**config.mk**
```make
export PLATFORM = sky130hd
export DESIGN_NAME = operation_fsm
export DESIGN_NICKNAME = d
export VERILOG_FILES = /design/src/rtl/operation_fsm.sv
export SDC_FILE = /design/constraint.sdc
export NUM_CORES = 1
export LEC_CHECK = 0
export BUFFER_PORTS_ARGS = -buffer_cell sky130_fd_sc_hd__buf_2
export CORE_AREA = 2 2 39 41
export CTS_BUF_LIST = sky130_fd_sc_hd__clkbuf_16
export CTS_CLUSTER_DIAMETER = 30
export DETAILED_ROUTE_END_ITERATION = 10
export DIE_AREA = 0 0 41 43
export MAX_ROUTING_LAYER = met4
export SYNTH_ARGS = -nofsm -noshare
export SYNTH_HDL_FRONTEND = slang
export SYNTH_SLANG_ARGS = --single-unit
```
**constraint.sdc**
```tcl
create_clock -name Ck -period 2.5 [get_ports Ck]
set_clock_uncertainty 0.2 [all_clocks]
set_input_delay 0.25 -clock Ck [delete_from_list [all_inputs] [get_ports Ck]]
set_output_delay 0.25 -clock Ck [all_outputs]
set_load 0.01 [all_outputs]
```
**src/rtl/operation_fsm.sv**
```systemverilog
// Irrigation operation controller: drives pump/refill valve from field sensors, alarms on refill timeout.
// Moore FSM, outputs registered alongside the state (one cycle input-to-output latency, no backpressure).
module operation_fsm #(
    parameter int REFILL_TIMEOUT = 8
) (
    input  logic Ck,
    input  logic Clr,
    input  logic H1,
    input  logic O6,
    input  logic I5,
    input  logic I6,
    input  logic I7,
    output logic O7,
    output logic O8,
    output logic O9
);

    localparam int CW = (REFILL_TIMEOUT > 2) ? $clog2(REFILL_TIMEOUT) : 1;
    localparam logic [CW-1:0] CNT_LAST = CW'(REFILL_TIMEOUT - 1);

    typedef enum logic [2:0] {
        IDLE     = 3'd0,
        MONITOR  = 3'd1,
        IRRIGATE = 3'd2,
        REFILL   = 3'd3,
        FAULT    = 3'd4
    } state_t;

    state_t          state_q, state_d;
    logic [CW-1:0]   cnt_q, cnt_d;
    logic            o7_q, o8_q, o9_q;

    always_comb begin
        state_d = IDLE;
        cnt_d   = '0;
        if (!H1 || O6) begin
            state_d = IDLE;
        end else begin
            case (state_q)
                IDLE:     state_d = MONITOR;
                MONITOR: begin
                    if (!I7)            state_d = REFILL;
                    else if (I6 && !I5) state_d = IRRIGATE;
                    else                state_d = MONITOR;
                end
                IRRIGATE: begin
                    if (!I7)           state_d = REFILL;
                    else if (!I6 || I5) state_d = MONITOR;
                    else               state_d = IRRIGATE;
                end
                REFILL: begin
                    // Water arriving on the terminal count still rescues the refill.
                    if (I7) begin
                        state_d = MONITOR;
                    end else if (cnt_q == CNT_LAST) begin
                        state_d = FAULT;
                    end else begin
                        state_d = REFILL;
                        cnt_d   = cnt_q + CW'(1);
                    end
                end
                FAULT:    state_d = FAULT;
                default:  state_d = IDLE;
            endcase
        end
    end

    // Outputs are registered from the next state so they always equal the decode of state_q.
    always_ff @(posedge Ck or negedge Clr) begin
        if (!Clr) begin
            state_q <= IDLE;
            cnt_q   <= '0;
            o7_q    <= 1'b0;
            o8_q    <= 1'b0;
            o9_q    <= 1'b0;
        end else begin
            state_q <= state_d;
            cnt_q   <= cnt_d;
            o7_q    <= (state_d == IRRIGATE);
            o8_q    <= (state_d == REFILL);
            o9_q    <= (state_d == FAULT);
        end
    end

    assign O7 = o7_q;
    assign O8 = o8_q;
    assign O9 = o9_q;

endmodule

```
==> results of run 1 <==
sequential cells by signal (all words and copies together), names as in the netlist:
| name | count |
|---|---|
| O9 | 1 |
| state_q | 3 |
| O7 | 1 |
| O8 | 1 |
| cnt_q | 3 |
power groups by stage:
| stage | registers [uW] | logic [uW] | clock network (uW) |
|---|---|---|---|
| after floorplan | 152 | 7.11 | 0 |
| after global placement | 152 | 17.1 | 0 |
| after detailed placement | 152 | 17.5 | 0 |
| after CTS | 150 | 18.8 | 282 |
| after global routing | 150 | 20.6 | 292 |
| final | 150 | 18.3 | 274 |
final timing paths:
check	slack [ns]	depth (start not counted)	from	to
setup reg to reg	0.84	5	cnt_q[0]	state_q[1]
hold reg to reg	0.24	1	cnt_q[0]	cnt_q[0]
setup / recovery	0.84	5	cnt_q[0]	state_q[1]
hold / removal	0.07	2	I7	O8
min in group asynchronous	0.20	2	Clr	state_q[2]
max in group asynchronous	1.72	2	Clr	state_q[0]
area by class of cell:
class,instances,share of cell area (%)
sequential,9,41.6
timing repair buffer,10,10.2
tap,16,3.70
multi-input combinational,25,30.0
clock inverter,1,0.693
clock buffer,3,13.9
per-stage QoR:
stage               instances  util [%]  worst slack, ns  instance area (um2)
floorplan                  34         -            0.944                  388
global placement           59      32.7            0.884                  453
detailed placement         59      32.7            0.841                  453
CTS                        64      39.2            0.831                  542
global route               64      39.2            0.760                  542
finish                     64      39.2            0.844                  542
worst max-delay path: stages, from the launching register on:
cell     delay (ns)
dfrtp_1        0.37
ha_1           0.20
ha_1           0.19
nand3_1        0.11
or3b_1         0.40
a21oi_2        0.12
kinds of logic after synthesis:
kind of cell	share of synthesized area (%)
compound gates	4.84
simple gates	28.4
fa+ha+maj	6.45
flops	58.1
xor+xnor	2.26
synth_stat cells:
cell      count  area, um2
or3b_1        1       8.76
ha_1          2       25.0
dfrtp_1       9        225
and2_1        2       12.5
nor3b_1       2       15.0
nand2b_1      1       6.26
or3_2         1       7.51
nand3_1       2       10.0
nor2_1        4       15.0
a21oi_1       2       10.0
nand2_1       3       11.3
a21oi_2       1       8.76
or3b_4        1       11.3
xor2_1        1       8.76
nor4_1        1       6.26
nor2b_1       1       6.26
layout by cell type, fill, tap and decap left out:
cell type	n
nor3b_1	2
a21oi_1	2
buf_2	9
or3b_4	1
xor2_1	1
dfrtp_1	9
or3b_1	1
dlygate4sd3_1	1
and2_1	2
nor2b_1	1
clkbuf_16	3
nor4_1	1
inv_1	1
nor2_1	4
or3_2	1
ha_1	2
nand3_1	2
nand2_1	3
nand2b_1	1
a21oi_2	1
per-layer routing:
metal | GRT usage, % | routed length [um] | vias up
met5 | - | 0 | -
met4 | 10.0 | 0 | 0
met3 | 4.71 | 42 | 0
met2 | 13.8 | 339 | 8
met1 | 10.2 | 276 | 132
li1 | - | - | 143
timing repair:
action / 4_1_cts / 5_1_grt
resized for setup: 0 / 0
hold buffers: 1 / 0
endpoints found under the hold margin: 9 / 0
==> run metrics, run 1 <==
CTS root buf=clkbuf_16; H-tree depth=1; 1st-pass router iterations=4; Clk pin slew, worst setup/hold paths=0.04 ns; footprint of the multi-input gates=163 um2; CTS Buf Count=3; Net Sw Frac=17.4%; leakage=0.000278 uW; Comb power frac=4.1%; Slew @ Worst Pin=0.370 ns; Max clock buf depth=2; DP HPWL=538 um; largest net degree at the start of global routing=10; worst rel slew slack=75.1%; CP endpoint kind=flop; Final Max Slew Viols=0; Critical Path RT=2.46 ns; vias in the first global route=264; DIE AREA=1760 um2; CP arrival=1.62 ns; Fmax=604 MHz; sequential-to-total area share from yosys stat=58.1%; Syn Nets=43; Total Nets Final=58; clk sink count=9; Final Power=442 uW; TritonCTS clock tree=yes; unrepaired setup endpoints after global routing=false; Cells after Synth=34; Clock power frac=62.0%; via count=283; DR DRC count=0; fill count=135; std cell rows=14; width of the die=41 um; Synth cell types=16; first-pass GRT wire length=1.06 mm; fin crit share=66.2%; Setup CP Type=flop to flop; Power Internal=365 uW; Worst-Skew Late Latency=0.23 ns; worst vdd ir=0.000314 V; Mapped Area=388 um2; Post-CTS Setup Bufs=0; pwr dens=817 nW/um2; Die Height=43 um; Via density=4.42; overall routed net length=659 um; Total GRT Usage=10.3%; iteration-0 DRC count of the detailed router=1; Port Buffers=9; # Max-Cap Violations=0; antenna violations before repair=0; DR WL/cell=10.3 um; RePlAce Congestion=0.786; share of cells above drive strength 1=31.3%; Synth Register Bits=9; Worst setup SP type=flop; P_sw=76.9 uW; Reg area=225 um2; setup TNS=0 ns; Top Ports=10; Sequential Power Share=33.8%; Syn Area/Cell=11.4 um2; total congestion overflow=0; initial core utilization=28.0%; Crit Path Max Fanout=3; Layout Area Growth over Synthesis=39.7%; Min Hold Slack=0.0679 ns; run status=complete, no violations; Final min period=1.66 ns; antenna cells=0; Setup violations, final=0; antenna-violating nets left=0; Synth Warn #=0; core box area=1380 um2; Hold Fails Final Rpt=0; Tightest Hold Check Type=input pin to flop
(Power assumes the default switching activity.)
==> inputs of run 2 (changes only) <==
==> constraint.sdc (replaced) <==
create_clock -name Ck -period 1.4 [get_ports Ck]
set_clock_uncertainty 0.2 [all_clocks]
set_input_delay 0.14 -clock Ck [delete_from_list [all_inputs] [get_ports Ck]]
set_output_delay 0.14 -clock Ck [all_outputs]
set_load 0.01 [all_outputs]
==> run metrics, run 2 (same netlist as run 1, synthesis figures left out) <==
worst rel slew slack=83.6% (was 75.1%); Port Buffers=9 (unchanged); most used routing layer=met1 (was met2); Via density=4.61 (was 4.42); fill count=126 (was 135); Worst-Skew Late Latency=0.23 ns (about the same); Worst setup SP type=flop (unchanged); DP HPWL=528 um (was 538 um); DIE AREA=1760 um2 (unchanged); via count=346 (was 283); Die Height=43 um (unchanged); first-pass GRT wire length=1.37 mm (was 1.06 mm); met1 usage=15.6% (was 10.2%); Tightest Hold Check Type=input pin to flop (unchanged); fin crit share=113% (was 66.2%); iteration-0 DRC count of the detailed router=5 (was 1); TritonCTS clock tree=yes (unchanged); total congestion overflow=0 (unchanged); failing checks=negative setup slack; Fmax=632 MHz (was 604 MHz); dpl cells=62 (was 59); Max clock buf depth=2 (unchanged); pwr dens=1160 nW/um2 (was 817 nW/um2); width of the die=41 um (unchanged); core box area=1380 um2 (unchanged); share of cells above drive strength 1=55.9% (was 31.3%); CTS root buf=clkbuf_16 (unchanged); Reg area=225 um2 (unchanged); clk sink count=9 (unchanged); Setup violations, final=6 (was 0); Layout Area Growth over Synthesis=81.3% (was 39.7%); DP Area=498 um2 (was 453 um2); footprint of the multi-input gates=234 um2 (was 163 um2); unrepaired setup endpoints after global routing=true (was false); run status=complete, but fails checks (was complete, no violations); most frequent cells in the layout=9 x dfrtp_1, 9 x buf_2, 8 x buf_4 (was 9 x dfrtp_1, 9 x buf_2, 4 x nor2_1); Slew @ Worst Pin=0.244 ns (was 0.370 ns); GR Util met2=15.3% (was 13.8%); 1st-pass router iterations=4 (unchanged); Top Registers=cnt_q x3, state_q x3 (unchanged); Top Ports=10 (unchanged); overall routed net length=969 um (was 659 um); Layout Utilization=50.8% (was 39.2%); Final Max Slew Viols=0 (unchanged); Finished Layout Cells=75 (was 64); worst vdd ir=0.000572 V (was 0.000314 V); Critical Path RT=1.37 ns (was 2.46 ns); largest net degree at the start of global routing=10 (unchanged); met3 GRT Util=6.28% (was 4.71%); Final Power=813 uW (was 442 uW); # Max-Cap Violations=0 (unchanged); antenna violations before repair=0 (unchanged); H-tree depth=1 (unchanged); Clk pin slew, worst setup/hold paths=0.04 ns (about the same); Final Cell Area=703 um2 (was 542 um2); Crit Path Max Fanout=3 (unchanged); antenna cells=0 (unchanged); CP endpoint kind=flop (unchanged); setup TNS=-0.678 ns (was 0 ns); initial core utilization=28.0% (unchanged); std cell rows=14 (unchanged); DR DRC count=0 (unchanged); Hold Fails Final Rpt=0 (unchanged); vias in the first global route=326 (was 264); antenna-violating nets left=0 (unchanged); CTS Buf Count=3 (unchanged); CP arrival=1.55 ns (was 1.62 ns); Final WS setup=-0.182 ns (was 0.844 ns); RePlAce Congestion=0.749 (was 0.786); DR WL/cell=12.9 um (was 10.3 um); Total Nets Final=69 (was 58); Total GRT Usage=13.1% (was 10.3%); leakage=0.000334 uW (was 0.000278 uW); Setup CP Type=flop to flop (unchanged); Final min period=1.58 ns (was 1.66 ns)
[run 2: cell types whose count changed in the layout (fill, tap and decap cells not counted), sizes merged]
cell         before  now
dlygate4sd3       1    4
buf               9   17
[run 2: per-stage QoR]
| stage | worst slack, ns | hold WS (ns) |
|---|---|---|
| finish | -0.182 | 0.0370 |
| CTS | -0.168 | 0.0224 |
| detailed placement | -0.183 | -0.200 |
| global route | -0.214 | 0.0505 |
| global placement | -0.162 | -0.199 |
| floorplan | -0.0999 | -0.356 |
[run 2: final timing paths]
check,to,startpoint,depth (start not counted),slack (ns)
setup / recovery,state_q[1],cnt_q[0],5,-0.18
hold / removal,state_q[0],I7,3,0.04
setup reg to reg,state_q[1],cnt_q[0],5,-0.18
hold reg to reg,cnt_q[0],cnt_q[0],2,0.38
max in group asynchronous,O7,Clr,2,0.74
min in group asynchronous,O8,Clr,2,0.08
[run 2: worst max-delay path, stage by stage, from the launching register on]
cell and delay (ns):
dfrtp_1 0.40, ha_4 0.18, ha_4 0.17, nand3_4 0.06
or3b_4 0.40, a21oi_2 0.10
[run 2: routing by layer]
layer | wire (um) | up-vias | part of all wire [%]
met4 | 30 | 0 | 3.1
met2 | 470 | 17 | 49
li1 | - | 169 | -
met1 | 405 | 156 | 42
met5 | 0 | - | 0
met3 | 62 | 4 | 6.4
[run 2: cell type report]
class / count / area share (%)
Clock buffer: 3 / 10.7
Sequential cell: 9 / 32.0
Tap cell: 16 / 2.85
Timing Repair Buffer: 21 / 20.6
Multi-Input combinational cell: 25 / 33.3
Clock inverter: 1 / 0.534
[run 2: where the power goes]
| part | total (uW) | internal (uW) | switching [uW] |
|---|---|---|---|
| sequential | 269 | 264 | 4.78 |
| clock | 497 | 373 | 124 |
| combinational | 46.0 | 24.7 | 21.3 |
[run 2: repair_timing]
action,in CTS,in global routing
resized for setup,3,7
buffers inserted,3,2
setup endpoints to repair,4,6
endpoints found under the hold margin,12,0
pin swaps,4,6
hold buffers,4,0
==> inputs of run 3 (changes only) <==
--- a/config.mk
+++ b/config.mk
@@ -7,7 +7,6 @@
 export LEC_CHECK = 0
 export BUFFER_PORTS_ARGS = -buffer_cell sky130_fd_sc_hd__buf_2
 export CORE_AREA = 2 2 39 41
-export CTS_BUF_LIST = sky130_fd_sc_hd__clkbuf_16
 export CTS_CLUSTER_DIAMETER = 30
 export DETAILED_ROUTE_END_ITERATION = 10
 export DIE_AREA = 0 0 41 43
==> run metrics, run 3 (same netlist as run 1, synthesis figures left out) <==
run status=complete, but fails checks (unchanged); Setup violations, final=6 (unchanged); Tightest Hold Check Type=input pin to async pin (was input pin to flop); failing checks=negative setup slack (unchanged); CP arrival=1.59 ns (was 1.55 ns); width of the die=41 um (unchanged); fill count=132 (was 126); Worst-Skew Late Latency=0.26 ns (was 0.23 ns); Total Nets Final=71 (was 69); most frequent cells in the layout=9 x dfrtp_1, 9 x buf_2, 9 x buf_4 (was 9 x dfrtp_1, 9 x buf_2, 8 x buf_4); Layout Area Growth over Synthesis=69.0% (was 81.3%); Via density=4.60 (was 4.61); share of cells above drive strength 1=52.5% (was 55.9%); Top Ports=10 (unchanged); Fmax=630 MHz (was 632 MHz); FF-to-FF path depth=5 (unchanged); Worst setup SP type=flop (unchanged); unrepaired setup endpoints after global routing=true (unchanged); Clk pin slew, worst setup/hold paths=0.06 ns (was 0.04 ns); largest net degree at the start of global routing=10 (unchanged); CP endpoint kind=flop (unchanged); iteration-0 DRC count of the detailed router=7 (was 5); antenna-violating nets left=0 (unchanged); R2R Setup Slk=-0.19 ns (was -0.18 ns); worst rel slew slack=85.1% (was 83.6%); initial core utilization=28.0% (unchanged); Min Hold Slack=0.0483 ns (was 0.0370 ns); core box area=1380 um2 (unchanged); DP Area=498 um2 (unchanged); Final Max Slew Viols=0 (unchanged); H-tree depth=1 (unchanged); Reg area=225 um2 (unchanged); Total GRT Usage=11.6% (was 13.1%); Max clock buf depth=2 (unchanged); CTS Buf Count=3 (unchanged); Port Buffers=9 (unchanged); Top Registers=cnt_q x3, state_q x3 (unchanged); overall routed net length=893 um (was 969 um); Hold Fails Final Rpt=0 (unchanged); vias in the first global route=317 (was 326); std cell rows=14 (unchanged); Slew @ Worst Pin=0.221 ns (was 0.244 ns); Final WS setup=-0.187 ns (was -0.182 ns); # Max-Cap Violations=0 (unchanged); DIE AREA=1760 um2 (unchanged); Critical Path RT=1.40 ns (was 1.37 ns); total congestion overflow=0 (unchanged); pwr dens=789 nW/um2 (was 1160 nW/um2); DR DRC count=0 (unchanged); clk sink count=9 (unchanged); via count=354 (was 346); Final min period=1.59 ns (was 1.58 ns); Crit Path Max Fanout=3 (unchanged); fin crit share=113% (about the same); antenna violations before repair=0 (unchanged); DP HPWL=528 um (unchanged); leakage=0.000312 uW (was 0.000334 uW); DR WL/cell=11.6 um (was 12.9 um); Die Height=43 um (unchanged); first-pass GRT wire length=1.30 mm (was 1.37 mm); footprint of the multi-input gates=221 um2 (was 234 um2); worst vdd ir=0.000404 V (was 0.000572 V); Final Cell Area=656 um2 (was 703 um2); Setup CP Type=flop to flop (unchanged); CTS root buf=clkbuf_4 (was clkbuf_16); RePlAce Congestion=0.749 (unchanged); 1st-pass router iterations=4 (unchanged); antenna cells=0 (unchanged); TritonCTS clock tree=yes (unchanged)
==> run 3: per-layer routing <==
metal	vias to the layer above	share of wire [%]	global-route usage, %
met3	4	4.3	1.57
li1	172	-	-
met1	165	45	15.9
met2	13	48	14.4
met5	-	0	-
met4	0	3.0	10.0
==> run 3: critical path: stages, from the launching register on <==
cell	delay, ns
dfrtp_1	0.41
ha_4	0.18
ha_4	0.17
nand3_4	0.06
or3b_4	0.39
a21oi_2	0.10
==> run 3: repair_timing <==
| item | in CTS | in global routing |
|---|---|---|
| pin swaps | 4 | 5 |
| buffers inserted | 3 | 3 |
| hold buffers | 5 | 0 |
| gates resized for setup | 3 | 4 |
| endpoints found under the hold margin | 14 | 0 |
| setup endpoints to repair | 4 | 6 |
==> run 3: per-stage QoR <==
stage / cells / setup WS (ns) / utilization [%] / TNS (ns) / total power (uW)
2_1_floorplan: 34 / -0.0999 / - / -0.375 / 285
3_3_place_gp: 62 / -0.162 / 36.0 / -0.567 / 305
3_5_place_dp: 62 / -0.183 / 36.0 / -0.654 / 305
4_1_cts: 74 / -0.172 / 43.9 / -0.602 / 520
5_1_grt: 77 / -0.219 / 47.4 / -0.994 / 539
6_report: 77 / -0.187 / 47.4 / -0.719 / 517
==> run 3: path summary, 6_finish.rpt <==
path | start | to
min in group Ck | I6 | state_q[1]
worst min-delay path | Clr | O8
max in group asynchronous | Clr | state_q[0]
worst max register to register | cnt_q[0] | state_q[1]
worst min register to register | cnt_q[2] | cnt_q[2]
worst max-delay path | cnt_q[0] | state_q[1]
==> run 3: area by class of cell <==
type                       count  area share [%]
sequential                     9            34.4
tap                           16            3.05
timing repair buffer          23            24.8
multi-input combinational     25            33.8
clock buffer                   4            4.01
==> run 3: report_power, final <==
part	leakage, uW	total (uW)	internal [uW]	switching (uW)
Clock	0.0000150	203	110	93.3
Sequential	0.000124	268	263	4.71
Combinational	0.000173	45.9	26.0	20.0
